$ cat src/rtl/zkbdmus_loader.sv
// Frame parser between the SPI byte receiver and the keyboard/mouse/joystick latches.
// Latency: load strobes and data appear 1 cycle after the completing byte; no backpressure, bytes outside a frame are dropped.
module zkbdmus_loader #(
  parameter int          TIMEOUT = 1024,
  parameter logic [7:0]  KBD_CMD = 8'h10,
  parameter logic [7:0]  MUS_CMD = 8'h20
) (
  input  logic        fclk,
  input  logic        rst,
  input  logic        sel,
  input  logic        in_stb,
  input  logic [7:0]  in_data,
  output logic [39:0] kbd_out,
  output logic        kbd_stb,
  output logic [7:0]  mus_out,
  output logic        mus_xstb,
  output logic        mus_ystb,
  output logic        mus_btnstb,
  output logic        kj_stb,
  output logic [7:0]  abort_cnt
);

  localparam int TW = $clog2(TIMEOUT + 1);

  typedef enum logic [2:0] {IDLE, CMD, KBD, SINGLE, DONE, SKIP} state_t;
  typedef enum logic [1:0] {TGT_X, TGT_Y, TGT_BTN, TGT_KJ} target_t;

  state_t          state, state_nxt;
  target_t         target, target_nxt;
  logic [2:0]      idx, idx_nxt;
  logic [TW-1:0]   tmo;
  logic [3:0][7:0] shadow;
  logic            sel_q;

  logic            accept;
  logic            tmo_clr;
  logic            tmo_inc;
  logic            tmo_expired;
  logic            shadow_wr;
  logic            kbd_load;
  logic            mus_load;
  logic            abort;
  logic [7:0]      mus_off;

  assign accept      = sel & in_stb;
  assign tmo_expired = (tmo == TW'(TIMEOUT - 1));
  assign mus_off     = in_data - MUS_CMD;

  always_ff @(posedge fclk) begin
    if (rst) begin
      state <= IDLE;
    end else begin
      state <= state_nxt;
    end
  end

  always_comb begin
    state_nxt  = state;
    target_nxt = target;
    idx_nxt    = idx;
    tmo_clr    = 1'b0;
    tmo_inc    = 1'b0;
    shadow_wr  = 1'b0;
    kbd_load   = 1'b0;
    mus_load   = 1'b0;
    abort      = 1'b0;

    case (state)
      // Only a fresh sel rise opens a frame, so a frame cut by reset is not resumed.
      IDLE: begin
        if (sel && !sel_q) begin
          state_nxt = CMD;
          tmo_clr   = 1'b1;
        end
      end

      CMD: begin
        if (!sel) begin
          state_nxt = IDLE;
        end else if (accept) begin
          tmo_clr = 1'b1;
          if (in_data == KBD_CMD) begin
            state_nxt = KBD;
            idx_nxt   = 3'd0;
          end else if (mus_off < 8'd4) begin
            state_nxt  = SINGLE;
            target_nxt = target_t'(mus_off[1:0]);
          end else begin
            state_nxt = SKIP;
            abort     = 1'b1;
          end
        end
      end

      KBD: begin
        if (!sel) begin
          state_nxt = IDLE;
          abort     = 1'b1;
        end else if (accept) begin
          tmo_clr = 1'b1;
          if (idx == 3'd4) begin
            kbd_load  = 1'b1;
            state_nxt = DONE;
          end else begin
            shadow_wr = 1'b1;
            idx_nxt   = idx + 3'd1;
          end
        end else if (tmo_expired) begin
          state_nxt = SKIP;
          abort     = 1'b1;
        end else begin
          tmo_inc = 1'b1;
        end
      end

      SINGLE: begin
        if (!sel) begin
          state_nxt = IDLE;
          abort     = 1'b1;
        end else if (accept) begin
          tmo_clr   = 1'b1;
          mus_load  = 1'b1;
          state_nxt = DONE;
        end else if (tmo_expired) begin
          state_nxt = SKIP;
          abort     = 1'b1;
        end else begin
          tmo_inc = 1'b1;
        end
      end

      DONE, SKIP: begin
        if (!sel) begin
          state_nxt = IDLE;
        end
      end

      default: state_nxt = IDLE;
    endcase
  end

  always_ff @(posedge fclk) begin
    if (rst) begin
      target     <= TGT_X;
      idx        <= 3'd0;
      tmo        <= '0;
      shadow     <= '0;
      sel_q      <= 1'b1;
      kbd_out    <= 40'h0;
      kbd_stb    <= 1'b0;
      mus_out    <= 8'h00;
      mus_xstb   <= 1'b0;
      mus_ystb   <= 1'b0;
      mus_btnstb <= 1'b0;
      kj_stb     <= 1'b0;
      abort_cnt  <= 8'h00;
    end else begin
      target <= target_nxt;
      idx    <= idx_nxt;
      sel_q  <= sel;

      if (tmo_clr) begin
        tmo <= '0;
      end else if (tmo_inc) begin
        tmo <= tmo + TW'(1);
      end

      // Partial matrix never leaves the shadow; an aborted frame wipes it.
      if (abort) begin
        shadow <= '0;
      end else if (shadow_wr) begin
        shadow[idx[1:0]] <= in_data;
      end

      kbd_stb <= kbd_load;
      if (kbd_load) begin
        kbd_out <= {in_data, shadow};
      end

      mus_xstb   <= mus_load && (target == TGT_X);
      mus_ystb   <= mus_load && (target == TGT_Y);
      mus_btnstb <= mus_load && (target == TGT_BTN);
      kj_stb     <= mus_load && (target == TGT_KJ);
      if (mus_load) begin
        mus_out <= in_data;
      end

      if (abort && (abort_cnt != 8'hFF)) begin
        abort_cnt <= abort_cnt + 8'd1;
      end
    end
  end

endmodule

$ cat config.mk
export PLATFORM = sky130hd
export DESIGN_NAME = zkbdmus_loader
export DESIGN_NICKNAME = d
export VERILOG_FILES = /design/src/rtl/zkbdmus_loader.sv
export SDC_FILE = /design/constraint.sdc
export NUM_CORES = 1
export LEC_CHECK = 0
export CELL_PAD_IN_SITES_DETAIL_PLACEMENT = 0
export CELL_PAD_IN_SITES_GLOBAL_PLACEMENT = 1
export CORE_ASPECT_RATIO = 0.7
export CORE_MARGIN = 4
export CORE_UTILIZATION = 28
export CTS_BUF_LIST = sky130_fd_sc_hd__clkbuf_4
export DETAILED_ROUTE_END_ITERATION = 8
export GPL_TIMING_DRIVEN = 0
export PLACE_DENSITY = 0.69
export SLEW_MARGIN = 10
export SYNTH_ARGS = -nofsm -noshare
export SYNTH_HDL_FRONTEND = slang
export SYNTH_SLANG_ARGS = --single-unit
$ cat constraint.sdc
create_clock -name fclk -period 3 [get_ports fclk]
set_input_delay 0.9 -clock fclk [delete_from_list [all_inputs] [get_ports fclk]]
set_output_delay 0.9 -clock fclk [all_outputs]
set_load 0.01 [all_outputs]
Word-level counts from Yosys, hierarchy flattened
Index checks and enable logic that the tools add are counted.
{"block": "op_classes", "reduce_logical": 19, "n_addsub": 4, "eq_ne": 22, "n_mux": 48, "magnitude_cmp": 3, "bitwise": 2}
{"operator": "two-way mux 3 bit", "n": 18}
{"operator": "bitwise mux 32 bit", "n": 1}
{"operator": "two-way mux 1 bit", "n": 23}
{"operator": "demux 8 bit (select 2 bit)", "n": 1}
{"operator": "!= test 2 bit (second input constant)", "n": 8}
{"operator": "case mux 3 bit (5 select lines)", "n": 1}
{"operator": "adder 11 x 1 -> 11 bit (second input constant)", "n": 1}
{"operator": "equality test 11 x 10 -> 1 bit (second input constant)", "n": 1}
{"operator": "equality test 3 bit (second input constant)", "n": 3}
{"operator": "adder 8 x 1 -> 8 bit (second input constant)", "n": 1}
{"operator": "equality test 8 x 5 -> 1 bit (second input constant)", "n": 1}
{"operator": "< comparator 8 x 3 -> 1 bit (second input constant)", "n": 1}
{"operator": "two-way mux 8 bit", "n": 1}
{"operator": "!= test 8 bit (second input constant)", "n": 1}
{"operator": "OR reduction 2 bit", "n": 4}
{"operator": "subtractor 8 x 6 -> 8 bit (second input constant)", "n": 1}
{"operator": "logical AND 1 bit", "n": 7}
{"operator": "AND reduction 7 bit", "n": 1}
{"operator": "equality test 3 x 2 -> 1 bit (second input constant)", "n": 2}
{"operator": "case mux 3 bit (2 select lines)", "n": 1}
{"operator": "AND reduction 5 bit", "n": 1}
{"operator": "equality test 2 bit (second input constant)", "n": 2}
{"operator": "!= test 4 bit (second input constant)", "n": 1}
{"operator": "case mux 1 bit (2 select lines)", "n": 2}
{"operator": "14 further kinds", "n": 14}
{"block": "word_totals", "in_bits": 12, "elab_cells": 115, "out_inout_bits": 61, "regBits": 113}

Logic depth before layout (Yosys ltp)
{"block": "logic_depth", "word_depth": 8, "mapped_depth": 9}

Worst setup path after synthesis
OpenSTA, ideal clock, no wires.
{"block": "synth_timing", "path_kind": "input to register", "start": "input port in_data[5]", "end": "register abort_cnt[2]", "arrival_ns": 2.606, "setup_time_ns": 0.121, "setup_slack_ns": 0.273, "cell_stages": 8, "path_cell_list": "clkbuf_1 -> inv_1 -> ha_1 -> xor2_1 -> or4_1 -> nand3_1 -> a21oi_1 -> mux2_2"}
{"block": "synth_via", "elab_chain_cells": 8}
{"item": "start: declaration", "line": "12", "text": "input logic [7:0] in_data,"}
{"item": "subtractor 8 x 6 -> 8 bit", "line": "47", "text": "assign mus_off = in_data - MUS_CMD;"}
{"item": "< comparator 8 x 3 -> 1 bit", "line": "85", "text": "end else if (mus_off < 8'd4) begin"}
{"item": "two-way mux 1 bit", "line": "85"}
{"item": "two-way mux 1 bit (*)", "line": "82", "text": "if (in_data == KBD_CMD) begin"}
{"item": "two-way mux 1 bit (*)", "line": "80", "text": "end else if (accept) begin"}
{"item": "two-way mux 1 bit (*)", "line": "78", "text": "if (!sel) begin"}
{"item": "case mux 1 bit (2 select lines) (*)", "line": "68", "text": "case (state)"}
{"item": "logical AND 1 bit (*)", "line": "188", "text": "if (abort && (abort_cnt != 8'hFF)) begin"}
{"item": "end signal: assignment", "line": "189", "text": "abort_cnt <= abort_cnt + 8'd1;"}
{"item": "end: declaration", "line": "20", "text": "output logic [7:0] abort_cnt"}
Every way passes the cells marked *; elsewhere a longest branch is shown, timed or not.
A chain may end at the register's enable or synchronous reset.

Final worst setup path
{"block": "layout_timing", "start": "input port in_data[5]", "end": "register shadow[9] in the netlist's numbering"}
{"block": "layout_via", "elab_chain_cells": 8}
{"item": "subtractor 8 x 6 -> 8 bit", "line": "47"}
{"item": "< comparator 8 x 3 -> 1 bit", "line": "85"}
{"item": "two-way mux 1 bit", "line": "85"}
{"item": "two-way mux 1 bit (*)", "line": "82"}
{"item": "two-way mux 1 bit (*)", "line": "80"}
{"item": "two-way mux 1 bit (*)", "line": "78"}
{"item": "case mux 1 bit (2 select lines) (*)", "line": "68"}
{"item": "OR reduction 2 bit (no line) (*)"}
{"item": "end signal: indexed assignment", "line": "172", "text": "shadow[idx[1:0]] <= in_data;"}
{"item": "end: declaration", "line": "32", "text": "logic [3:0][7:0] shadow;"}
Marked as above.

==> out/results.tsv <==
stage	metric	value	unit
timing	holdWs	0.457	ns
global_route	grt_pass1_vias	3934	
routing	wl_per_cell	14.2	µm
layout	layout.nets	650	
routing	ant_nets	0	
routing	viasPerCell	4.61	
layout	final_cell_mix	nand2_1 (122), dfxtp_1 (113), a21oi_1 (71)	
global_route	grt_pass1_wl	19900	µm
synth	synth-edff-count	0	
timing	hold_viol_final	0	
clock_network	post-cts-setup-buffers	0	
setup_path	required	3.43	ns
worst_hold_path	hold_path_end	kbd_out[20]	
setup_path	crit_buf_inv	3	
clock_network	cts_resized	0	
global_route	grt_overflow	0	
placement	dp_hpwl	8880	µm
die	die_y	115	µm
flow_run	maxCapViolations	0	
setup_path	r2r-start	tmo[0]	
timing	rsz0062_at_grt	no	
timing	post-route-min-period	2.78	ns
clock_network	cts-root-buf	clkbuf_4	
synth	synthFlopType	dfxtp_1	
timing	setup_ws	0.223	ns
timing	max_freq	0.360	GHz
timing	relSlewSlack	38.4	%
placement	io_buffers	62	
die	dieArea	0.0186	mm²
clock_network	cts_buffers	17	
timing	slew_viol_final	0	
routing	via_count	3981	
routing	totalWireLength	12300	µm
synth	syn-num-nets	569	
setup_path	start_kind	input port	
setup_path	end_kind	flop	
synth	postSynthAreaPerCell	8.37	µm²
setup_path	crit_fanout	10	
setup_path	crit_cells	9	
layout	area_growth	24.4	%
clock_network	clockBufferDepth	2	
die	start_util	29.2	%
synth	ys_seq_area_share	49.1	%
setup_path	worst_path_max_delay_cell	or4_1	
synth	ys_types	48	
placement	pre_cts_slack	-0.280	ns
worst_hold_path	hold_depth	2	
layout	final_common_cell	nand2_1	
setup_path	reg2regPathDepth	6	
die	die_x	161	µm
pwr	cellPowerDensity	468	mW/mm²
setup_path	worstSetupPathType	input port to flop	
timing	worst_slew_pin_slew	0.921	ns
synth	ys_ff_latch	113	
clock_network	clkTransAtPathRegs	0.09	ns
setup_path	cp.arrival	3.20	ns
timing	fin_crit_sh	92.6	%
setup_path	cpLargestDelayFamily	simple AND/OR/NAND/NOR gates	
setup_path	critPathMaxStageDelay	0.55	ns
routing	drtIter0Drc	204	
worst_hold_path	hp-class	flop to flop	
die	ios	73	
worst_hold_path	hold_start	kbd_out[20]	
routing	route.detailed.drc	0	
global_route	grt_max_degree	17	
synth	yosys_warnings	0	
timing	setup_viol	0	
clock_network	clk_latency	0.49	ns
clock_network	htreeDepth	4	
pwr	ir_drop	0.000265	V
timing	fin_tns_setup	0	ns
routing	drt_pass1_iterations	5	
synth	ys_async_sr_fraction	0	%
status	status	finished clean	
die	coreArea	0.0158	mm²
placement	place.gp.congestion	0.803	
setup_path	r2r_end	state[0]	
die	rows	38	
setup_path	reg2reg_slack	0.74	ns
synth	netlist_area	0.00461	mm²
setup_path	crit_chain	clkbuf_1 > inv_1 > ha_1 > xor2_1 > or4_1 > nand3_1 > nand3_2 > buf_2 > a21oi_1	
clock_network	cts_tree	done	
clock_network	cts-hold-fix-buffers	0	
global_route	track_usage	13.5	%
layout	drive_gt1_share	8.10	%
synth	syn_inst	550	
clock_network	cts.sink_count	113	
timing	fin_skew	0.00764	ns
pwr	p_leak	1.85	nW
global_route	antenna_found_initial	1	
-- synth_stat cells (all sizes together), types with 7 or more instances --
library cell | count | area share, %
nand3 | 33 | 3.7
nand4 | 7 | 1.1
nand2 | 122 | 9.9
buf | 11 | 1.2
mux2i | 19 | 4.1
xnor2 | 11 | 2.1
nor3 | 11 | 1.2
ha | 7 | 1.9
nor2b | 8 | 1.1
inv | 11 | 0.90
nor2 | 44 | 3.6
a21oi | 71 | 7.7
mux2 | 7 | 1.7
dfxtp | 113 | 49
clkbuf | 29 | 2.4
-- cells by family (layout without fill, tap and decap cells) --
family / after synthesis / in the layout / share of synthesized area [%]
buffers and inverters: 52 / 144 / 4.56
AO/OA/AOI/OAI: 87 / 87 / 10.6
flip-flops: 113 / 113 / 49.1
other: 0 / 1 / 0
XOR/XNOR: 12 / 12 / 2.28
multiplexers: 26 / 26 / 5.84
AND/OR/NAND/NOR: 253 / 253 / 25.7
adder cells (fa/ha/maj): 7 / 7 / 1.90
-- routing by layer --
layer  global-route usage [%]  vias to the layer above  share of wire, %
met5                        0                        -                 0
met4                     4.77                        0               1.2
met3                     4.12                       12               5.8
met2                     19.4                      103                41
met1                     19.1                     1846                52
li1                         -                     2020                 -
-- where the power goes --
group          switching [mW]  internal (mW)  total, mW  leakage, nW
Combinational           0.117         0.0679      0.185        0.808
Clock                   0.538          0.425      0.963        0.131
Sequential             0.0224           1.51       1.53        0.910
Total                   0.678           2.00       2.68         1.85
-- stage by stage --
stage	util [%]	area [µm²]	std cells	power [mW]
global route	36.3	5730	863	2.82
CTS	36.3	5730	862	2.73
floorplan	-	4610	550	1.70
finish	36.3	5730	863	2.68
detailed placement	34.9	5500	832	1.75
global placement	34.9	5500	832	1.75
-- worst register-to-register path: stages (launching register included) --
cell and delay (ns):
dfxtp_1 0.38, ha_1 0.22, nand3_1 0.16, nor4_4 0.54, nor2_2 0.16, nor3_1 0.32, mux2_2 0.37
-- sequential cells by signal (all words and copies together), names as in the netlist --
signal / count
mus_xstb: 1
mus_out: 8
tmo: 11
idx: 3
kj_stb: 1
sel_q: 1
abort_cnt: 8
mus_ystb: 1
kbd_out: 40
target: 2
kbd_stb: 1
mus_btnstb: 1
shadow: 32
state: 3
-- layout make-up --
type	instances	area, µm²
flip-flops and latches	113	2260
multi-input cells	385	2130
well taps	220	275
clock inverters	9	68.8
diodes	1	2.50
repair buffers	62	621
fillers	1684	10100
clock buffers	21	158
inverters	12	45.0
plain buffers	40	165
-- worst max-delay path by stage --
stage,startpoint,endpoint,slack (ns)
final,in_data[5],shadow[9],0.22
after global routing,in_data[5],shadow[10],0.11
after CTS,in_data[5],shadow[9],0.26
after detailed placement,in_data[5],shadow[10],-0.28
after global placement,in_data[5],shadow[15],-0.30
after floorplan,in_data[5],abort_cnt[2],0.27
No activity file was read; power rests on OpenSTA's default activity.
==> edit 1 (config.mk and constraints unchanged) <==
Encoding of `state_t`: now one-hot (6 bits for 6 states).
--- a/src/rtl/zkbdmus_loader.sv
+++ b/src/rtl/zkbdmus_loader.sv
@@ -22,7 +22,7 @@
 
   localparam int TW = $clog2(TIMEOUT + 1);
 
-  typedef enum logic [2:0] {IDLE, CMD, KBD, SINGLE, DONE, SKIP} state_t;
+  typedef enum logic [5:0] {IDLE = 6'b000001, CMD = 6'b000010, KBD = 6'b000100, SINGLE = 6'b001000, DONE = 6'b010000, SKIP = 6'b100000} state_t;
   typedef enum logic [1:0] {TGT_X, TGT_Y, TGT_BTN, TGT_KJ} target_t;
 
   state_t          state, state_nxt;
Formal check against the unedited RTL: same outputs for any inputs over 4 cycles, from zero or initial values and one cycle with rst high; so few cycles prove little.
==> edit 1 against the original RTL <==
Clock power up 44%. Count of clock-buffer cells in the layout down 3. Cell area up 7.6%. Area after synthesis up 6.1%. Non-clock buffer count up 6. Combinational power up 65%. Fmax up 0.11%. Core utilization down 0.27 points. Sequential cell count up 3. Wire length up 11%. Total power up 22%. Global-route usage up 0.72 points. Worst setup slack better by 2.9 ps.
==> edit 1: results (changes against the original RTL) <==
metric	value	unit	change
outcome	completed		
largest registers	kbd_out (40), shadow (32), tmo (11)		
Port Buffer Count	64		+3.2%
Worst-path clk slew	110	ps	+20 ps
gr usage total	0.142		+0.00717
commonest cells in the netlist	nand2_1 (132), dfxtp_1 (116), a21oi_1 (84)		
Root Buffer	clkbuf_4		
reg-to-reg critical path endpoint	abort_cnt[2]		
postcts setup bufs	0		unchanged
Peak VDD IR	0.212	mV	-20%
Initial DRC Count	374		+83%
drt via density	4.79		+3.8%
pre-CTS setup slack	-573	ps	-293 ps
antenna violations before repair	1		unchanged
largest net degree at the start of global routing	17		unchanged
Mean Syn Cell Area	8.24	sq um	-1.6%
H-tree depth	4		unchanged
ys flop type	dfxtp_1		
Synth warnings	0		unchanged
global-route wire length before repair	22.4	mm	+13%
Async SR Flop Fraction	0		unchanged
placed insts	888		+6.7%
Setup crit start	rst		
Tightest Hold Check Type	reg -> reg		
Netlist cell types	56		+17%
Gates resized, CTS repair	0		unchanged
CTS Buf Count	17		unchanged
CP Max Fanout	10		unchanged
Worst-Margin Slew	660	ps	-260 ps
fin crit share	0.925		-0.000974
via count	4409		+11%
R2R Path Start	tmo[0]		
sequential fraction of the synthesis area	0.475		-0.0159
GPL Wtd Cong	0.849		+5.7%
HPWL after DPL	9.82	mm	+11%
Leak	2.03	nW	+9.6%
type of the worst setup path	in -> reg		
Syn Nets	612		+7.6%
CP arrival	3190	ps	about the same
total length of routed wires	13.7	mm	+11%
Final nets	695		+6.9%
R2R setup slack	540	ps	-200 ps
vias in the first global route	4286		+8.9%
clock latency on the worst-skew pair	540	ps	+50 ps
Reg2Reg Depth	6		unchanged
CTS Buffer Depth	2		unchanged
DRC violations left	0		unchanged
Max-cap violations	0		unchanged
Synth area leaders	dfxtp_1 (48%), nand2_1 (10%), a21oi_1 (8.6%), nand3_1 (4.6%), mux2i_1 (2.3%)		
Setup crit end	kbd_out[22]		
drt first pass iters	7		+2
proportion of layout cells with a drive suffix above 1	0.0972		+0.0162
Setup Skew	14.5	ps	+6.87 ps
## edit 1: cell types whose count changed in the layout (fill, tap and decap cells not counted), moves of 4 or more
cell,before,now
o31ai_1,0,4
nand2_1,122,132
nor2_1,43,28
a21oi_1,71,84
clkbuf_2,0,4
buf_2,6,10
nor3_1,11,19
bufinv_16,1,5
mux2i_1,19,11
nand3_1,32,45
## edit 1: routing by layer
metal	up-vias	track usage	wire, um
met5	-	0	0
met4	0	0.0474	119
met3	13	0.0451	900
met2	130	0.199	5580
met1	2051	0.204	7060
li1	2215	-	-
## edit 1: final cells by class
| class | instances | area, sq um |
|---|---|---|
| buffer | 44 | 183 |
| multi-input combinational | 424 | 2350 |
| inverter | 9 | 33.8 |
| fill | 1835 | 10900 |
| antenna | 1 | 2.50 |
| clock inverter | 14 | 209 |
| timing repair buffer | 64 | 641 |
| clock buffer | 18 | 135 |
| tap | 231 | 289 |
| sequential | 116 | 2320 |
## edit 1: logic make-up after synthesis
| logic type | share of synthesized area |
|---|---|
| xor gates and xnor gates | 0.0179 |
| AOI/OAI and AO/OA | 0.124 |
| muxes | 0.0364 |
| adders and majority gates | 0.0179 |
| buffers and inverters | 0.0443 |
| and+or+nand+nor | 0.284 |
| DFF | 0.475 |
## edit 1: where the power goes
group	leakage, nW	switching [mW]	internal (mW)
logic	0.917	0.206	0.0999
registers	0.935	0.0212	1.56
clock network	0.176	0.638	0.750
## edit 1: worst max-delay path: stages
cell and delay (ps):
clkdlybuf4s50_1 640, clkbuf_1 490, buf_1 570, clkbuf_1 500
a21oi_1 80
## edit 1: how the worst min path moves through the flow
| stage | from | to | slack [ps] | cells after the start |
|---|---|---|---|---|
| global route | shadow[23] | kbd_out[23] | 480 | 2 |
| detailed placement | kbd_out[39] | kbd_out[39] | 450 | 2 |
| global placement | kbd_out[36] | kbd_out[36] | 450 | 2 |
| floorplan | shadow[0] | kbd_out[0] | 430 | 2 |
| finish | shadow[23] | kbd_out[23] | 450 | 2 |
| CTS | shadow[23] | kbd_out[23] | 450 | 2 |
## edit 1: per-stage QoR
stage	hold slack (ps)	TNS, ps	cell area (sq um)	power, mW	util
floorplan	432	0	4890	1.83	-
global placement	445	-19660	5820	1.91	0.340
detailed placement	447	-21160	5820	1.91	0.340
CTS	454	0	6160	3.31	0.360
global route	481	0	6170	3.41	0.360
finish	447	0	6170	3.27	0.360
==> edit 2 (same settings) <==
Made on the original files. `TIMEOUT`: 1024 -> 256.
--- a/src/rtl/zkbdmus_loader.sv
+++ b/src/rtl/zkbdmus_loader.sv
@@ -1,7 +1,7 @@
 // Frame parser between the SPI byte receiver and the keyboard/mouse/joystick latches.
 // Latency: load strobes and data appear 1 cycle after the completing byte; no backpressure, bytes outside a frame are dropped.
 module zkbdmus_loader #(
-  parameter int          TIMEOUT = 1024,
+  parameter int          TIMEOUT = 256,
   parameter logic [7:0]  KBD_CMD = 8'h10,
   parameter logic [7:0]  MUS_CMD = 8'h20
 ) (
Check against the original RTL: no difference found for any inputs over 10 cycles, from zero or initial values and one cycle with rst high; that may be too few to reach the edited logic, so the function may still have changed.
==> edit 2 against the original RTL <==
Worst setup slack got worse by 150 ps. Synthesized cell count decreased by 4.7%. Area after synthesis fell by 1.1%. Via count decreased by 4.5%. Sequential cell count shrank 2. Cell area is 1.7% lower. Wire length fell by 1.4%. Largest cell class unchanged. Fmax decreased by 5.1%. Register-to-register slack got worse by 330 ps. Sequential share of layout area is essentially flat. Total power decreased by 9.2%. Critical endpoint is now abort_cnt[1].
==> edit 2: results (changes against the original RTL) <==
metric	value	unit	change
outcome	completed		
Clock buf/inv share	0.0262		-0.0133
GPL Wtd Cong	0.773		-3.8%
hold_ws	449	ps	-7.72 ps
Mean Syn Cell Area	8.69	sq um	+3.8%
comb_multi_in	365		-5.2%
multi-input combinational area share	0.374		+0.00192
clock latency on the worst-skew pair	470	ps	-20 ps
CP arrival	3260	ps	+60 ps
final core occ	0.358		-0.00503
CLK BUF	9		-57%
proportion of layout cells with a drive suffix above 1	0.116		+0.0347
Setup Skew	24.5	ps	+16.9 ps
Worst-path clk slew	190	ps	+100 ps
Setup crit start	in_data[1]		
fin crit share	0.975		+0.0498
# fillers	1621		-3.7%
Worst-Margin Slew	644	ps	-277 ps
Leak	1.85	nW	-0.20%
Port Buffer Count	65		+4.8%
Peak VDD IR	0.181	mV	-32%
CP peak stage delay	690	ps	+140 ps
gr usage total	0.135		+0.000154
Placed Instance Area	5480	sq um	-0.36%
Setup crit end	abort_cnt[1]		
commonest cells in the netlist	nand2_1 (120), dfxtp_1 (111), a21oi_1 (49)		
sequential fraction of the synthesis area	0.488		-0.00339
-- edit 2: cell families after synthesis --
| group | count (synthesis) | synth area share |
|---|---|---|
| and+or+nand+nor | 231 | 0.238 |
| AOI/OAI and AO/OA | 97 | 0.142 |
| adders and majority gates | 8 | 0.0220 |
| buffers and inverters | 48 | 0.0494 |
| DFF | 111 | 0.488 |
| muxes | 19 | 0.0417 |
| xor gates and xnor gates | 10 | 0.0192 |
-- edit 2: report_power, final --
part           internal [mW]  switching, mW  leakage (nW)
combinational         0.0508          0.109         0.871
sequential              1.48        0.00238         0.894
clock                  0.267          0.524        0.0805
-- edit 2: what timing repair did --
action | in CTS | in global routing
hold buffers | 0 | 0
gates resized for setup | 0 | 1
setup endpoints to repair | 0 | 3
-- edit 2: metal layers --
metal	wire length, um	global-route usage
met5	0	0
met4	100	0.0361
met3	1070	0.0482
met2	4920	0.197
met1	6020	0.188
